<file path="src/rtl/dmem_sram_ctrl.sv">
// dmem_sram_ctrl: bridges the MEM-stage dmem_* request bundle to a single-port,
// word-wide synchronous SRAM with one-cycle read latency and no byte enables.
// Sub-word stores are done as read-modify-write. Loads get lane extraction and
// sign/zero extension. The pipeline is stalled for the one extra cycle that
// loads and sub-word stores need.
//
// Ports
//   clk, reset         clock (rising edge), asynchronous active-low reset
//   dmem_valid         request present
//   dmem_addr          byte address
//   dmem_writeData     right-aligned store data
//   dmem_memRead/Write load / store request (store wins if both are set)
//   dmem_maskMode      0 byte, 1 half, 2 word, 3 treated as word
//   dmem_sext          sign-extend load result
//   dmem_readData      formatted load result (valid with dmem_done)
//   dmem_done          access-complete pulse
//   dmem_stall         hold request inputs stable
//   dmem_misalign      misaligned-request-rejected pulse
//   sram_*             SRAM access port; sram_rdata is valid one cycle after a read
module dmem_sram_ctrl #(
    parameter int unsigned ADDR_WIDTH = 12,
    parameter bit          INIT_ZERO  = 1'b1
) (
    input  logic                  clk,
    input  logic                  reset,
    input  logic                  dmem_valid,
    input  logic [31:0]           dmem_addr,
    input  logic [31:0]           dmem_writeData,
    input  logic                  dmem_memRead,
    input  logic                  dmem_memWrite,
    input  logic [1:0]            dmem_maskMode,
    input  logic                  dmem_sext,
    output logic [31:0]           dmem_readData,
    output logic                  dmem_done,
    output logic                  dmem_stall,
    output logic                  dmem_misalign,
    output logic                  sram_en,
    output logic                  sram_we,
    output logic [ADDR_WIDTH-1:0] sram_addr,
    output logic [31:0]           sram_wdata,
    input  logic [31:0]           sram_rdata
);

    typedef enum logic [1:0] {StIdle, StLoad, StMerge} state_t;

    state_t state_q, state_d;

    // Held copy of the request while a two-cycle access is in flight.
    logic [ADDR_WIDTH-1:0] haddr_q, haddr_d;
    logic [1:0]            hoff_q, hoff_d;
    logic [1:0]            hmode_q, hmode_d;
    logic                  hsext_q, hsext_d;
    logic [15:0]           hwdata_q, hwdata_d;

    logic [31:0] rdata_q, rdata_d;

    // Pre-reset-gating versions of the outputs.
    logic                  en_c, we_c, done_c, stall_c, mis_c;
    logic [ADDR_WIDTH-1:0] addr_c;
    logic [31:0]           wdata_c, rd_c;

    logic req, misaligned;
    logic unused_addr;

    // Address bits above the SRAM word address are ignored (addresses wrap).
    assign unused_addr = ^dmem_addr[31:ADDR_WIDTH+2];

    assign req = dmem_valid & (dmem_memRead | dmem_memWrite);
    assign misaligned = ((dmem_maskMode == 2'd1) & dmem_addr[0]) |
                        (dmem_maskMode[1] & (dmem_addr[1:0] != 2'b00));

    function automatic logic [31:0] fmt_load(input logic [31:0] w, input logic [1:0] off,
                                             input logic [1:0] mode, input logic sext);
        logic [7:0]  b;
        logic [15:0] h;
        b = w[{off, 3'b000} +: 8];
        h = off[1] ? w[31:16] : w[15:0];
        case (mode)
            2'd0:    fmt_load = {{24{sext & b[7]}}, b};
            2'd1:    fmt_load = {{16{sext & h[15]}}, h};
            default: fmt_load = w;
        endcase
    endfunction

    function automatic logic [31:0] merge_lane(input logic [31:0] w, input logic [1:0] off,
                                               input logic [1:0] mode, input logic [15:0] d);
        logic [31:0] r;
        r = w;
        if (mode == 2'd0) begin
            r[{off, 3'b000} +: 8] = d[7:0];
        end else begin
            r[{off[1], 4'b0000} +: 16] = d;
        end
        return r;
    endfunction

    always_comb begin
        state_d  = state_q;
        haddr_d  = haddr_q;
        hoff_d   = hoff_q;
        hmode_d  = hmode_q;
        hsext_d  = hsext_q;
        hwdata_d = hwdata_q;
        rdata_d  = rdata_q;
        en_c     = 1'b0;
        we_c     = 1'b0;
        addr_c   = '0;
        wdata_c  = '0;
        done_c   = 1'b0;
        stall_c  = 1'b0;
        mis_c    = 1'b0;
        rd_c     = rdata_q;

        unique case (state_q)
            StIdle: begin
                if (req) begin
                    if (misaligned) begin
                        mis_c  = 1'b1;
                        done_c = 1'b1;
                        rd_c   = '0;
                    end else if (dmem_memWrite && dmem_maskMode[1]) begin
                        en_c    = 1'b1;
                        we_c    = 1'b1;
                        addr_c  = dmem_addr[ADDR_WIDTH+1:2];
                        wdata_c = dmem_writeData;
                        done_c  = 1'b1;
                        rd_c    = '0;
                    end else begin
                        // Loads and sub-word stores both start with an SRAM read.
                        en_c     = 1'b1;
                        addr_c   = dmem_addr[ADDR_WIDTH+1:2];
                        stall_c  = 1'b1;
                        haddr_d  = dmem_addr[ADDR_WIDTH+1:2];
                        hoff_d   = dmem_addr[1:0];
                        hmode_d  = dmem_maskMode;
                        hsext_d  = dmem_sext;
                        hwdata_d = dmem_writeData[15:0];
                        state_d  = dmem_memWrite ? StMerge : StLoad;
                    end
                end
            end
            StLoad: begin
                rd_c    = fmt_load(sram_rdata, hoff_q, hmode_q, hsext_q);
                rdata_d = rd_c;
                done_c  = 1'b1;
                state_d = StIdle;
            end
            StMerge: begin
                en_c    = 1'b1;
                we_c    = 1'b1;
                addr_c  = haddr_q;
                wdata_c = merge_lane(sram_rdata, hoff_q, hmode_q, hwdata_q);
                done_c  = 1'b1;
                rd_c    = '0;
                state_d = StIdle;
            end
            default: state_d = StIdle;
        endcase
    end

    // Reset forces every output low immediately, so an RMW caught in MERGE
    // never reaches the SRAM.
    always_comb begin
        sram_en       = reset & en_c;
        sram_we       = reset & we_c;
        sram_addr     = reset ? addr_c : '0;
        sram_wdata    = reset ? wdata_c : '0;
        dmem_done     = reset & done_c;
        dmem_stall    = reset & stall_c;
        dmem_misalign = reset & mis_c;
        dmem_readData = reset ? rd_c : '0;
    end

    always_ff @(posedge clk or negedge reset) begin
        if (!reset) begin
            state_q <= StIdle;
            rdata_q <= '0;
        end else begin
            state_q <= state_d;
            rdata_q <= rdata_d;
        end
    end

    if (INIT_ZERO) begin : g_held_rst
        always_ff @(posedge clk or negedge reset) begin
            if (!reset) begin
                haddr_q  <= '0;
                hoff_q   <= '0;
                hmode_q  <= '0;
                hsext_q  <= 1'b0;
                hwdata_q <= '0;
            end else begin
                haddr_q  <= haddr_d;
                hoff_q   <= hoff_d;
                hmode_q  <= hmode_d;
                hsext_q  <= hsext_d;
                hwdata_q <= hwdata_d;
            end
        end
    end else begin : g_held_norst
        always_ff @(posedge clk) begin
            haddr_q  <= haddr_d;
            hoff_q   <= hoff_d;
            hmode_q  <= hmode_d;
            hsext_q  <= hsext_d;
            hwdata_q <= hwdata_d;
        end
    end

endmodule

</file>
<file path="config.mk">
export PLATFORM = sky130hd
export DESIGN_NAME = dmem_sram_ctrl
export DESIGN_NICKNAME = d
export VERILOG_FILES = /design/src/rtl/dmem_sram_ctrl.sv
export SDC_FILE = /design/constraint.sdc
export NUM_CORES = 1
export LEC_CHECK = 0
export CAP_MARGIN = 15
export CORE_MARGIN = 2
export CORE_UTILIZATION = 42
export CTS_CLUSTER_DIAMETER = 150
export DETAILED_ROUTE_END_ITERATION = 7
export GPL_TIMING_DRIVEN = 0
export PLACE_DENSITY = 0.77
export RECOVER_POWER = 50
export SLEW_MARGIN = 20
export SYNTH_ARGS = -nofsm -noshare
export SYNTH_HDL_FRONTEND = slang
export SYNTH_SLANG_ARGS = --single-unit
</file>
<file path="constraint.sdc">
create_clock -name clk -period 2.4 [get_ports clk]
set_input_delay 0.24 -clock clk [delete_from_list [all_inputs] [get_ports clk]]
set_output_delay 0.24 -clock clk [all_outputs]
set_load 0.1 [all_outputs]
</file>
; ---- Yosys cells after proc, flatten, opt, wreduce, memory -nomap -nowiden
; Cells that the tools add are included.
[word_totals]
out_inout_bits = 81
inputBits = 104
ff_bits = 67
[classes]
n_shift = 5
reduce_logical = 7
eq_ne = 7
add_sub_neg = 2
bitwise = 14
n_mux = 41
[op_table]
columns = cell, count
row1 = two-way mux 32 bit, 9
row2 = one-hot mux 32 bit (2 select lines), 2
row3 = one-hot mux 32 bit (3 select lines), 1
row4 = bitwise mux 32 bit, 2
row5 = two-way mux 12 bit, 3
row6 = variable shift 16 x 7 -> 32 bit (first input constant), 1
row7 = variable shift 8 x 7 -> 32 bit (first input constant), 1
row8 = variable part select 16 x 7 -> 32 bit, 1
row9 = variable part select 32 x 6 -> 8 bit, 1
row10 = variable part select 8 x 7 -> 32 bit, 1
row11 = one-hot mux 12 bit (2 select lines), 1
row12 = two-way mux 16 bit, 1
row13 = two-way mux 1 bit, 14
row14 = negator 5 -> 7 bit, 2
row15 = AND 1 bit, 10
row16 = two-way mux 2 bit, 5
row17 = equality test 2 x 1 -> 1 bit (second input constant), 3
row18 = inequality test 2 bit (second input constant), 3
row19 = one-hot mux 1 bit (2 select lines), 3
row20 = logical NOT 2 bit, 2
row21 = AND reduction 4 bit, 1
row22 = AND reduction 3 bit, 1
row23 = equality test 2 bit (second input constant), 1
row24 = NOT 1 bit, 2
row25 = other kinds (4), 5

; ---- Longest topological paths before layout
[depth]
depth_word = 7
depth_mapped = 9

; ---- Least setup slack after synthesis
; No wires, ideal clock.
[synth_path]
path_kind = flip-flop to output port
startpoint = register hoff_q[0]
endpoint = output port dmem_readData[28]
path_slack_ps = -1281
path_buffers = 1
stages_incl_launch_ff = 7
arrival_time_ps = 3441
cell_sequence = dfrtp_1 -> buf_6 -> nand2b_1 -> nor3_1 -> or3_4 -> nand2_4 -> o31ai_1
[synth_via]
elab_chain_len = 5
[synth_lines]
columns = element, line
row1 = "start, declared", 50  ; logic [1:0] hoff_q, hoff_d;
row2 = "start signal, assigned", 194  ; hoff_q <= hoff_d;
row3 = variable part select 32 x 6 -> 8 bit, 76  ; b = w[{off, 3'b000} +: 8];
row4 = AND 1 bit, 79  ; 2'd0: fmt_load = {{24{sext & b[7]}}, b};
row5 = one-hot mux 32 bit (2 select lines), 78  ; case (mode)
row6 = one-hot mux 32 bit (3 select lines), 114  ; unique case (state_q)
row7 = two-way mux 32 bit, 171  ; dmem_readData = reset ? rd_c : '0;
row8 = "end, declared", 33  ; output logic [31:0] dmem_readData,
; Every way passes these cells.

; ---- Worst setup path in the final report
[layout_path]
startpoint = register hoff_q[1]
endpoint = output port sram_wdata[20]
[layout_via]
elab_chain_len = 6
word_cells_on_any_way = 11
[layout_lines]
columns = element, line
row1 = "negator 5 -> 7 bit, on equally long branches", "92, 90"
row2 = "variable part select 16 x 7 -> 32 bit, or another cell as far along", 92  ; r[{off[1], 4'b0000} +: 16] = d;
row3 = "bitwise mux 32 bit, on equally long branches", "92, 90"
row4 = two-way mux 32 bit *, 89  ; if (mode == 2'd0) begin
row5 = one-hot mux 32 bit (2 select lines) *, 114
row6 = two-way mux 32 bit *, 167  ; sram_wdata = reset ? wdata_c : '0;
row7 = "end, declared", 40  ; output logic [31:0] sram_wdata,
; Mark *: on every way between the ends. The rest lies on a longest branch, timed or not.

==> flow_summary_export.csv <==
group,metric,value,unit
place,gp_congestion,0.9397,
global_routing,grt_pass1_wl,34360,µm
run,maxCapViolCount,2,
synthesis,ys_seq_elements,67,
die,rows,40,
critical_path,critPathMaxFanout,8,
sta,clock_skew,4.779,ps
critical_path,cp_data_arrival_time,2680,ps
drt,vias_per_cell,6.801,
power_and_ir_drop,vdd_ir_drop_max,605.3,µV
die,die_h,114.8,µm
power_and_ir_drop,power.leakage,3.995,nW
die,die_x,114.8,µm
sta,slew_viol_final,69,
drt,ant_nets,0,
clock_network,clk_pin_slew,60,ps
sta,period_needed,2924,ps
synthesis,synth_flop_cell,"dfrtp_1",
sta,finalSetupViolations,80,
outcome,violations,"capacitance limit, slew limit, setup timing",
critical_path,slowest_stage,"or4_4",
clock_network,clockBufferDepth,2,
die,core,12010,µm²
cells_and_area,area_delta_synth_final,99.76,%
sta,rsz0062_at_grt,"true",
synthesis,syn_inst,594,
critical_path,worst_path_largest_cell_delay,530,ps
synthesis,synth_area_leaders,"dfrtp_1 (33%), mux2_2 (4.4%), a21oi_1 (4.2%), a22oi_1 (4.1%), nor2_1 (3.7%)",
min_path,hold_path_class,"reg2reg",
cells_and_area,post-route-util,85.75,%
global_routing,antenna_found_initial,0,
critical_path,start_kind,"flip-flop",
cells_and_area,nets,949,
clock_network,numCtsBuffers,9,
clock_network,cts_num_sinks,67,
drt,vias,6719,
global_routing,grt_start_max_net_pins,40,
clock_network,cts_root_buf,"clkbuf_16",
power_and_ir_drop,power_density,1252,nW/µm²
sta,max_clock_freq,342.0,MHz
sta,timing.hold.ws,503.0,ps
critical_path,cp_num_buf_inv,5,
drt,finalWirelength,26570,µm
clock_network,cts_tree,"yes",
outcome,status,"finished with violations",
synthesis,synthArstFlopShare,100.0,%
place,dpl.hpwl,15480,µm
sta,tightest_slew,1863,ps
sta,hold_viol,0,
synthesis,synth_edf_count,0,
die,start_util,42.93,%
place,port_buffers,166,
drt,drc,0,
clock_network,clk_latency,340,ps
sta,period_share,121.8,%
cells_and_area,drive_gt1_share,53.63,%
die,ios,185,
clock_network,htreeDepth,3,
synthesis,synth_top_area_share,32.52,%
critical_path,crit_chain,"buf_6, buf_8, clkinvlp_4, buf_6, ha_4, or4_4, o21ai_4, a22oi_2, o21ai_4, buf_12",
sta,setup_slack,-524.1,ps
cells_and_area,antenna_cells,0,
synthesis,ys_types,53,
global_routing,grt_overflow,0,
die,dieArea,13180,µm²
critical_path,crit_family,"buffers and inverters",
critical_path,crit_required,2160,ps
synthesis,avgSynthCellArea,8.680,µm²
drt,drt_iter0_drc,714,
critical_path,critPathKind,"reg2out",
drt,first_pass_iters,7,
global_routing,grt_use_total,34.11,%
drt,wire_per_inst,26.89,µm
synthesis,seq_area_frac_synth,32.52,%
global_routing,grt_pass1_vias,6206,
critical_path,worst_setup_path_end_kind,"output pin",
synthesis,ys_warn_count,0,
sta,slew_headroom,-24.19,%
synthesis,yosys.area.top_type,"dfrtp_1",
synthesis,netlist_area,5156,µm²
synthesis,syn-num-nets,707,
## stage by stage
stage | setup TNS (ps) | instance area (µm²) | std cells | worst slack, ps | power, mW
floorplan | -8292 | 5753 | 594 | -764.0 | 6.929
global placement | -394840 | 7599 | 907 | -4262 | 8.283
detailed placement | -93760 | 7616 | 908 | -1438 | 8.427
CTS | -10480 | 9188 | 957 | -390.3 | 10.96
global route | -30100 | 10300 | 988 | -550.2 | 13.23
finish | -24640 | 10300 | 988 | -524.1 | 12.89
## registers in the layout, indices dropped and copies added, names as in the netlist
| signal | count |
|---|---|
| hoff_q | 2 |
| state_q | 2 |
| rdata_q | 32 |
| hmode_q | 2 |
| hwdata_q | 16 |
| hsext_q | 1 |
| haddr_q | 12 |
## per-layer routing
metal / track usage, % / share of wire, % / vias to the layer above
li1: - / - / 2718
met1: 42.41 / 35 / 3295
met2: 58.22 / 48 / 521
met3: 7.855 / 10 / 185
met4: 12.45 / 7.0 / 0
met5: 0 / 0 / -
## cells in the mapped netlist, drive strengths merged, types with 13 or more instances
cell type and n:
inv 22, o22ai 22, a21oi 43, nand3 13, o21ai 75, a22o 18, buf 27, mux2i 20
nand2b 14, mux2 35, a221oi 16, clkbuf 21, dfrtp 67, nand2 51, o2bb2ai 16, nor2 53
a22oi 28
## where the power goes
group	switching (mW)	total, mW	internal, mW
clock	0.527	1.49	0.966
sequential	0.603	2.25	1.64
combinational	5.56	9.15	3.60
## worst min-delay path, cell delays in order, from the launching register on
cell,delay [ps]
dfrtp_1,350
nand2_1,50
o21ai_0,70
## logic make-up (layout without fill, tap and decap cells)
logic type / count (synthesis) / after routing / share of synthesized area, %
fa+ha+maj: 9 / 9 / 2.184
simple gates: 147 / 147 / 13.44
flops: 67 / 67 / 32.52
mux: 61 / 61 / 14.22
compound gates: 239 / 239 / 31.50
buf+inv: 71 / 318 / 6.139
## cell usage in the layout, fill, tap and decap left out, types with 9 or more instances in the layout
master	netlist	routed
o2bb2ai_2	9	9
nor2_4	1	14
a22o_4	0	16
o21ai_0	30	23
a21oi_1	43	13
clkdlybuf4s50_1	0	84
clkbuf_16	0	10
nand2_1	49	45
dfrtp_1	67	66
clkbuf_1	21	10
buf_2	22	12
o22ai_1	22	16
a21oi_2	0	23
mux2i_1	19	17
buf_4	2	52
a221oi_4	0	10
inv_1	21	15
buf_12	0	76
nand2b_1	14	13
mux2_1	15	14
buf_6	2	27
o21ai_4	1	30
a22oi_2	0	24
nor2_1	51	34
mux2_2	20	20
o21ai_2	6	20
## path summary, 6_finish.rpt
| kind | startpoint | end | slack (ps) | cells past startpoint |
|---|---|---|---|---|
| min in group asynchronous | reset | rdata_q[30]$_DFFE_PN0N_ | 1050 | 3 |
| hold reg to reg | rdata_q[15]$_DFFE_PN0N_ | rdata_q[15]$_DFFE_PN0N_ | 500 | 2 |
| hold / removal | rdata_q[15]$_DFFE_PN0N_ | rdata_q[15]$_DFFE_PN0N_ | 500 | 2 |
| setup / recovery | hoff_q[1]$_DFFE_PN0P_ | sram_wdata[20] | -520 | 10 |
| setup reg to reg | state_q[0]$_DFFE_PN0P_ | hwdata_q[7]$_DFFE_PN0P_ | 140 | 8 |
| max in group asynchronous | reset | hoff_q[0]$_DFFE_PN0P_ | 120 | 3 |
## repair_timing
action | in CTS | in global routing
hold endpoints to repair | 28 | 0
setup buffers | 30 | 33
pin swaps | 44 | 83
resized for setup | 762 | 195
setup endpoints to repair | 81 | 76
hold buffers | 4 | 0
cloned | 2 | 1
## layout make-up
type                            instances  area [µm²]
Multi-Input combinational cell        456        4654
Fill cell                             544        1712
Clock buffer                           12       256.5
Timing Repair Buffer                  235        3000
Inverter                               23       106.4
Buffer                                 44       347.8
Sequential cell                        67        1678
Clock inverter                          4       72.57
Tap cell                              147       183.9
(Power assumes the default switching activity.)
